`src/rtl/insn_sequencer.sv`:
```
// insn_sequencer: multi-cycle FETCH/DECODE/EXEC/MEM/WB control FSM
// with memory handshakes, timeout supervision and a retire counter.
module insn_sequencer #(
    parameter int TIMEOUT = 16,
    parameter int CNT_W   = 32
) (
    input  logic             clk,
    input  logic             rst,
    input  logic             start,
    output logic             imem_req,
    input  logic             imem_ack,
    input  logic [31:0]      imem_rdata,
    output logic [31:0]      ir,
    input  logic             dec_reg_we,
    input  logic             dec_mem_we,
    input  logic             dec_mem_rd,
    output logic             dmem_req,
    output logic             dmem_we,
    input  logic             dmem_ack,
    output logic             rf_we,
    output logic             pc_en,
    output logic             busy,
    output logic [1:0]       fault,
    output logic [CNT_W-1:0] retired
);

    localparam int WAIT_W = $clog2(TIMEOUT + 1);

    typedef enum logic [2:0] {
        S_IDLE,
        S_FETCH,
        S_DECODE,
        S_EXEC,
        S_MEM,
        S_WB,
        S_HALT
    } state_t;

    typedef enum logic [1:0] {
        C_NOP,
        C_ALU,
        C_LOAD,
        C_STORE
    } cls_t;

    state_t            state;
    state_t            state_nx;
    cls_t              cls;
    cls_t              cls_nx;
    logic [1:0]        fault_nx;
    logic [WAIT_W-1:0] wait_cnt;
    logic              timed_out;

    assign timed_out = (wait_cnt == WAIT_W'(TIMEOUT));

    // State, instruction class and fault registers
    always_ff @(posedge clk or posedge rst) begin
        if (rst) begin
            state <= S_IDLE;
            cls   <= C_NOP;
            fault <= 2'b00;
        end else begin
            state <= state_nx;
            cls   <= cls_nx;
            fault <= fault_nx;
        end
    end

    // Next-state, classification and fault selection
    always_comb begin
        state_nx = state;
        cls_nx   = cls;
        fault_nx = fault;
        case (state)
            S_IDLE: begin
                if (start) state_nx = S_FETCH;
            end
            S_FETCH: begin
                if (imem_ack) begin
                    state_nx = S_DECODE;
                end else if (timed_out) begin
                    state_nx = S_HALT;
                    fault_nx = 2'b01;
                end
            end
            S_DECODE: begin
                case ({dec_mem_rd, dec_mem_we, dec_reg_we})
                    3'b101: begin
                        cls_nx   = C_LOAD;
                        state_nx = S_MEM;
                    end
                    3'b010: begin
                        cls_nx   = C_STORE;
                        state_nx = S_MEM;
                    end
                    3'b001: begin
                        cls_nx   = C_ALU;
                        state_nx = S_EXEC;
                    end
                    3'b000: begin
                        cls_nx   = C_NOP;
                        state_nx = S_WB;
                    end
                    default: begin
                        state_nx = S_HALT;
                        fault_nx = 2'b11;
                    end
                endcase
            end
            S_EXEC: state_nx = S_WB;
            S_MEM: begin
                if (dmem_ack) begin
                    state_nx = S_WB;
                end else if (timed_out) begin
                    state_nx = S_HALT;
                    fault_nx = 2'b10;
                end
            end
            S_WB:    state_nx = S_FETCH;
            S_HALT:  state_nx = S_HALT;
            default: state_nx = S_IDLE;
        endcase
    end

    // Wait counter: zero outside the request states, so it
    // starts at zero on every entry to FETCH or MEM
    always_ff @(posedge clk or posedge rst) begin
        if (rst) begin
            wait_cnt <= '0;
        end else if (state != S_FETCH && state != S_MEM) begin
            wait_cnt <= '0;
        end else if (!timed_out) begin
            wait_cnt <= wait_cnt + 1'b1;
        end
    end

    // Instruction register loads on the accepted fetch
    always_ff @(posedge clk or posedge rst) begin
        if (rst) begin
            ir <= '0;
        end else if (state == S_FETCH && imem_ack) begin
            ir <= imem_rdata;
        end
    end

    // Retire counter bumps once per write-back
    always_ff @(posedge clk or posedge rst) begin
        if (rst) begin
            retired <= '0;
        end else if (state == S_WB) begin
            retired <= retired + 1'b1;
        end
    end

    assign imem_req = (state == S_FETCH);
    assign dmem_req = (state == S_MEM);
    assign dmem_we  = (state == S_MEM) && (cls == C_STORE);
    assign pc_en    = (state == S_WB);
    assign rf_we    = (state == S_WB) &&
                      (cls == C_LOAD || cls == C_ALU);
    assign busy     = (state != S_IDLE) && (state != S_HALT);

endmodule

```
`config.mk`:
```
export PLATFORM = sky130hd
export DESIGN_NAME = insn_sequencer
export DESIGN_NICKNAME = d
export VERILOG_FILES = /design/src/rtl/insn_sequencer.sv
export SDC_FILE = /design/constraint.sdc
export NUM_CORES = 1
export LEC_CHECK = 0
export CAP_MARGIN = 30
export CORE_ASPECT_RATIO = 1.1
export CORE_MARGIN = 1
export CORE_UTILIZATION = 50
export CTS_BUF_LIST = sky130_fd_sc_hd__clkbuf_4 sky130_fd_sc_hd__clkbuf_8
export DETAILED_ROUTE_END_ITERATION = 10
export DONT_BUFFER_PORTS = 1
export SYNTH_ARGS = -nofsm -noshare
export SYNTH_HDL_FRONTEND = slang
export SYNTH_SLANG_ARGS = --single-unit
```
`constraint.sdc`:
```
create_clock -name clk -period 7.25 [get_ports clk]
set_clock_uncertainty 0.05 [all_clocks]
set_input_delay 1.45 -clock clk [delete_from_list [all_inputs] [get_ports clk]]
set_output_delay 1.45 -clock clk [all_outputs]
set_load 0.03 [all_outputs]
```
==> results.json <==
{
  "tns_ns": 0,
  "critical_path_class": "flop to output port",
  "syn_area_um2": 3460,
  "layout-drive-gt1-share": 0.2162,
  "dp.cells": 363,
  "ios": 112,
  "rsz0062_at_grt": "no",
  "ys_top_cells_by_count": "76 x dfrtp_1, 33 x mux2_2, 20 x xor2_1, 18 x nor2_1, 15 x xnor2_1",
  "async_reset_ff_frac": 1.000,
  "place_congestion": 0.7636,
  "hold_viol": 0,
  "synth_top_area_cell": "dfrtp_1",
  "viasPerCell": 5.653,
  "start_kind": "flop",
  "fin_crit_sh": 0.4664,
  "final_cell_count_no_fill": 378,
  "nets": 336,
  "cts_made_buffers": 9,
  "synth_top_family_by_area": "simple AND/OR/NAND/NOR gates",
  "yosysUniqueCellTypes": 44,
  "synth_adder_area_share": 0.01447,
  "core-area_um2": 6633,
  "ctsHoldBuffers": 0,
  "grt_max_degree": 77,
  "muxShareOfSynthArea": 0.1132,
  "cts.sinks": 76,
  "holdPathStages": 2,
  "overflow": 0,
  "arrival_ns": 1.88,
  "status": "complete, no violations",
  "path_clk_slew_ns": 0.07,
  "maxSlewViolCount": 0,
  "final_antenna_net_count": 0,
  "initial_utilization": 0.5216,
  "reg2reg_depth": 4,
  "synth_enable_flop_cells": 0,
  "grt_pass1_vias": 2007,
  "cts_setup_buffers": 0,
  "fmax_ghz": 0.2957,
  "clk_latency_ns": 0.34,
  "drv_cap": 0,
  "pre_cts_slack_ns": 4.214,
  "antenna_found_initial": 0,
  "route.final.wire_length_um": 6228,
  "holdPathEnd": "cls[0]",
  "r2r-start": "state[0]",
  "synthToLayoutAreaGrowth_pct": 7.233,
  "firstDrtPassIters": 4,
  "synth_top_area_frac": 0.5497,
  "hp-class": "flop to flop",
  "ys_seq_area_frac": 0.5497,
  "syn-num-nets": 333,
  "regToRegSetupSlack_ns": 4.50,
  "critPathCaptureType": "output port",
  "peakVddDrop_v": 0.0001056,
  "yosys.area_share.simple": 0.1649,
  "die_area_um2": 7256,
  "period_needed_ns": 3.382,
  "post-route-drc-count": 0,
  "synth_warnings": 0,
  "cts.repair.resized": 0,
  "io_buffer_count": 0,
  "fp.dieH_um": 89.24,
  "syn_avg_cell_area_um2": 11.97,
  "crit_fanout": 15,
  "drtIter0Drc": 47,
  "setup_viol_count_final": 0,
  "synth_xor_area_frac": 0.08861,
  "final.fill_count": 575,
  "cts_tree": "built",
  "hpwl_um": 4260,
  "hold_start": "cls[0]",
  "synth_compound_area_frac": 0.03653,
  "tightestPinTransition_ns": 0.9537,
  "cts_root_buf": "clkbuf_8",
  "diodes": 0,
  "dieWidth_um": 81.31,
  "power.leakage_nw": 1.761,
  "yosys_most_used_dff": "dfrtp_1",
  "grt_pass1_wl_um": 9549,
  "vias": 2137,
  "finalCoreUtilization": 0.5593,
  "synth_top_cells_by_area": "dfrtp_1 55%, mux2_2 11%, xor2_1 5.1%, xnor2_1 3.8%, nor2_1 2.0%",
  "critical_path_required_ns": 5.75,
  "yosysMostFrequentCell": "dfrtp_1",
  "cellPowerDensity_nw_per_um2": 207.4,
  "wl_per_cell_um": 16.48,
  "grt_usage": 0.1749,
  "reg2reg_to": "retired[27]",
  "fin_ws_ns": 3.868,
  "slew_headroom": 0.3642,
  "postSynthCellCount": 289,
  "cts_buffer_depth": 2,
  "fp-row-count": 31,
  "ys_ff_latch": 76,
  "htreeDepth": 3
}
per-stage QoR:
step | total power, mW | hold slack [ns] | area [um^2]
after global placement | 0.4899 | 0.4692 | 3535
final | 0.7694 | 0.4901 | 3710
after global routing | 0.8016 | 0.5399 | 3710
after CTS | 0.7819 | 0.4977 | 3710
after detailed placement | 0.4902 | 0.4732 | 3535
after floorplan | 0.4844 | 0.4450 | 3460
cells by family (layout without fill, tap and decap cells):
kind of cell               count (synthesis)  in the layout
xor gates and xnor gates                  35             35
AOI/OAI and AO/OA                         20             20
DFF                                       76             76
muxes                                     35             35
buffers and inverters                     26             33
adders and majority gates                  4              4
and+or+nand+nor                           93             93
how the worst max path moves through the flow:
| stage | from | to | slack, ns |
|---|---|---|---|
| after floorplan | rst | cls[0] | 3.81 |
| after global placement | state[0] | rf_we | 4.24 |
| after detailed placement | state[0] | rf_we | 4.21 |
| after CTS | state[0] | rf_we | 3.85 |
| after global routing | state[0] | rf_we | 3.73 |
| final | state[0] | rf_we | 3.87 |
state kept, by name (all words and copies together), names as in the netlist:
register and flops:
cls 2, ir 32, retired 32, state 3, wait_cnt 5, fault 2
worst max-delay path: stages, from the launching register on:
cell     delay, ns
dfrtp_1       0.59
and3b_1       0.58
and2_1        0.39
area by class of cell:
type	instances	area, um^2	area share
clock buffer	11	151.4	0.04081
clock inverter	4	23.77	0.006408
inverter	14	52.55	0.01417
multi-input combinational	187	1448	0.3902
sequential	76	1902	0.5126
tap	82	102.6	0.02766
timing repair buffer	4	30.03	0.008094
placed cells by master (no fill, tap or decap), drive strengths merged, types with 9 or more instances in the layout:
| cell type | n |
|---|---|
| a21oi | 9 |
| clkbuf | 11 |
| dfrtp | 76 |
| inv | 15 |
| mux2 | 33 |
| nand2 | 12 |
| nand4 | 10 |
| nor2 | 18 |
| nor3 | 12 |
| xnor2 | 15 |
| xor2 | 20 |
report_power, final:
part / internal (mW) / leakage (nW) / switching, mW
logic: 0.00908 / 0.653 / 0.0119
clock network: 0.141 / 0.0954 / 0.148
registers: 0.433 / 1.01 / 0.0266
total: 0.583 / 1.76 / 0.187
metal layers:
metal	GRT usage	vias up	part of all wire
met1	0.2203	1040	0.43
li1	-	1011	-
met3	0.05204	11	0.070
met4	0.09903	0	0.022
met2	0.2674	75	0.48
met5	0	-	0
Power figures use the tool's default switching activity.
==> RTL edit: new RTL, same flow settings <==
The 7 states of `state_t` get a one-hot encoding in 7 bits.
--- a/src/rtl/insn_sequencer.sv
+++ b/src/rtl/insn_sequencer.sv
@@ -27,12 +27,12 @@
     localparam int WAIT_W = $clog2(TIMEOUT + 1);
 
-    typedef enum logic [2:0] {
-        S_IDLE,
-        S_FETCH,
-        S_DECODE,
-        S_EXEC,
-        S_MEM,
-        S_WB,
-        S_HALT
+    typedef enum logic [6:0] {
+        S_IDLE   = 7'b0000001,
+        S_FETCH  = 7'b0000010,
+        S_DECODE = 7'b0000100,
+        S_EXEC   = 7'b0001000,
+        S_MEM    = 7'b0010000,
+        S_WB     = 7'b0100000,
+        S_HALT   = 7'b1000000
     } state_t;
 
Behaviour: same outputs for any inputs over 10 cycles, from zero or initial values and one cycle with rst high; not proved beyond that.
==> RTL edit against the original RTL <==
- worst setup slack lost 340 ps
- sequential cell count grew 4
- critical path depth grew 1
- synthesized area grew 13%
- register-to-register slack gained 250 ps
- design area grew 12%
- count of clock-buffer cells in the layout grew 1
- routed wire length grew 16%
- largest cell class unchanged
Power is not compared: it rests on default switching activity, and its combinational part moved more than twofold at a synthesized area within 25%.
==> RTL edit: results (changes against the original RTL) <==
| Metric | Value |
|---|---|
| Status | finished clean |
| Yosys warns | 0 (unchanged) |
| GP Congestion | 0.888 (+16%) |
| Slowest-stage cell, CP | and3_1 |
| Synth Area in Adders | 0.0154 (+0.000918) |
| Grt met1 use | 0.240 (+0.0193) |
| Synth top area cells | dfrtp_1, mux2_4, xnor2_1 |
| R2R cell count | 3 (-1) |
| Routed via count | 2350 (+10%) |
| FF-to-FF End | ir[19]$_DFFE_PP0P_ |
| Routed len/inst | 16.9 microns (+2.6%) |
| Crit path max-delay family | simple AND/OR/NAND/NOR gates |
| Post-synthesis compound-gate area fraction | 0.0413 (+0.00482) |
| CP arrival | 2220 ps (+340 ps) |
| DR iter-0 viols | 124 (+160%) |
| Nets | 360 (+7.1%) |
| Global-route wire length before repair | 11500 microns (+21%) |
| CP peak stage delay | 540 ps (-50 ps) |
| M1 WL | 3160 microns (+17%) |
| Layout cells sized above 1 | 0.174 (-0.0418) |
| HPWL after detailed placement | 4950 microns (+16%) |
| Vias in the first global route | 2237 (+11%) |
| Xor/xnor share of the synthesized area | 0.0853 (-0.00335) |
| Hold Path End | cls[1]$_DFFE_PP0P_ |
| Seq/Total Area, Yosys | 0.513 (-0.0366) |
| Layout fillers | 665 (+16%) |
| Hold Crit Start | cls[1]$_DFFE_PP0P_ |
| Routing usage on met2 | 0.285 (+0.0176) |
| CP startpoint | state[2]$_DFFE_PP0P_ |
| GRT met3 Usage | 0.0533 (+0.00128) |
| FF/Latch Area | 0.00200 sq mm (+5.3%) |
| Netlist cell types | 57 (+30%) |
| Mux share of post-synthesis cell area | 0.125 (+0.0115) |
| Worst r2r src | state[6]$_DFFE_PP0P_ |
| DP Area | 0.00393 sq mm (+11%) |
| Syn Nets | 365 (+9.6%) |
| Largest registers | ir x32, retired x32, state x7 |
| Routed met3 length | 416 microns (-4.8%) |
| Slew HR | 0.452 (+0.0873) |
-- RTL edit: per-stage QoR --
step / setup WS, ps / std cells
2_1_floorplan: 3700 / 321
3_3_place_gp: 3920 / 410
3_5_place_dp: 3890 / 410
4_1_cts: 3500 / 426
5_1_grt: 3360 / 426
6_report: 3530 / 426
-- RTL edit: power breakdown --
| part | switching, W | leakage (nW) | internal [W] | total (W) |
|---|---|---|---|---|
| Clock | 0.000159 | 0.115 | 0.000208 | 0.000367 |
| Combinational | 0.000118 | 0.671 | 0.000150 | 0.000268 |
| Sequential | 0.000291 | 1.04 | 0.000552 | 0.000844 |
| Total | 0.000568 | 1.82 | 0.000910 | 0.00148 |
-- RTL edit: cell type report --
cell class	count	area share
Sequential cell	80	0.483
Clock inverter	4	0.0187
Inverter	7	0.00663
Timing Repair Buffer	1	0.00181
Multi-Input combinational cell	217	0.423
Clock buffer	12	0.0353
Tap cell	105	0.0317
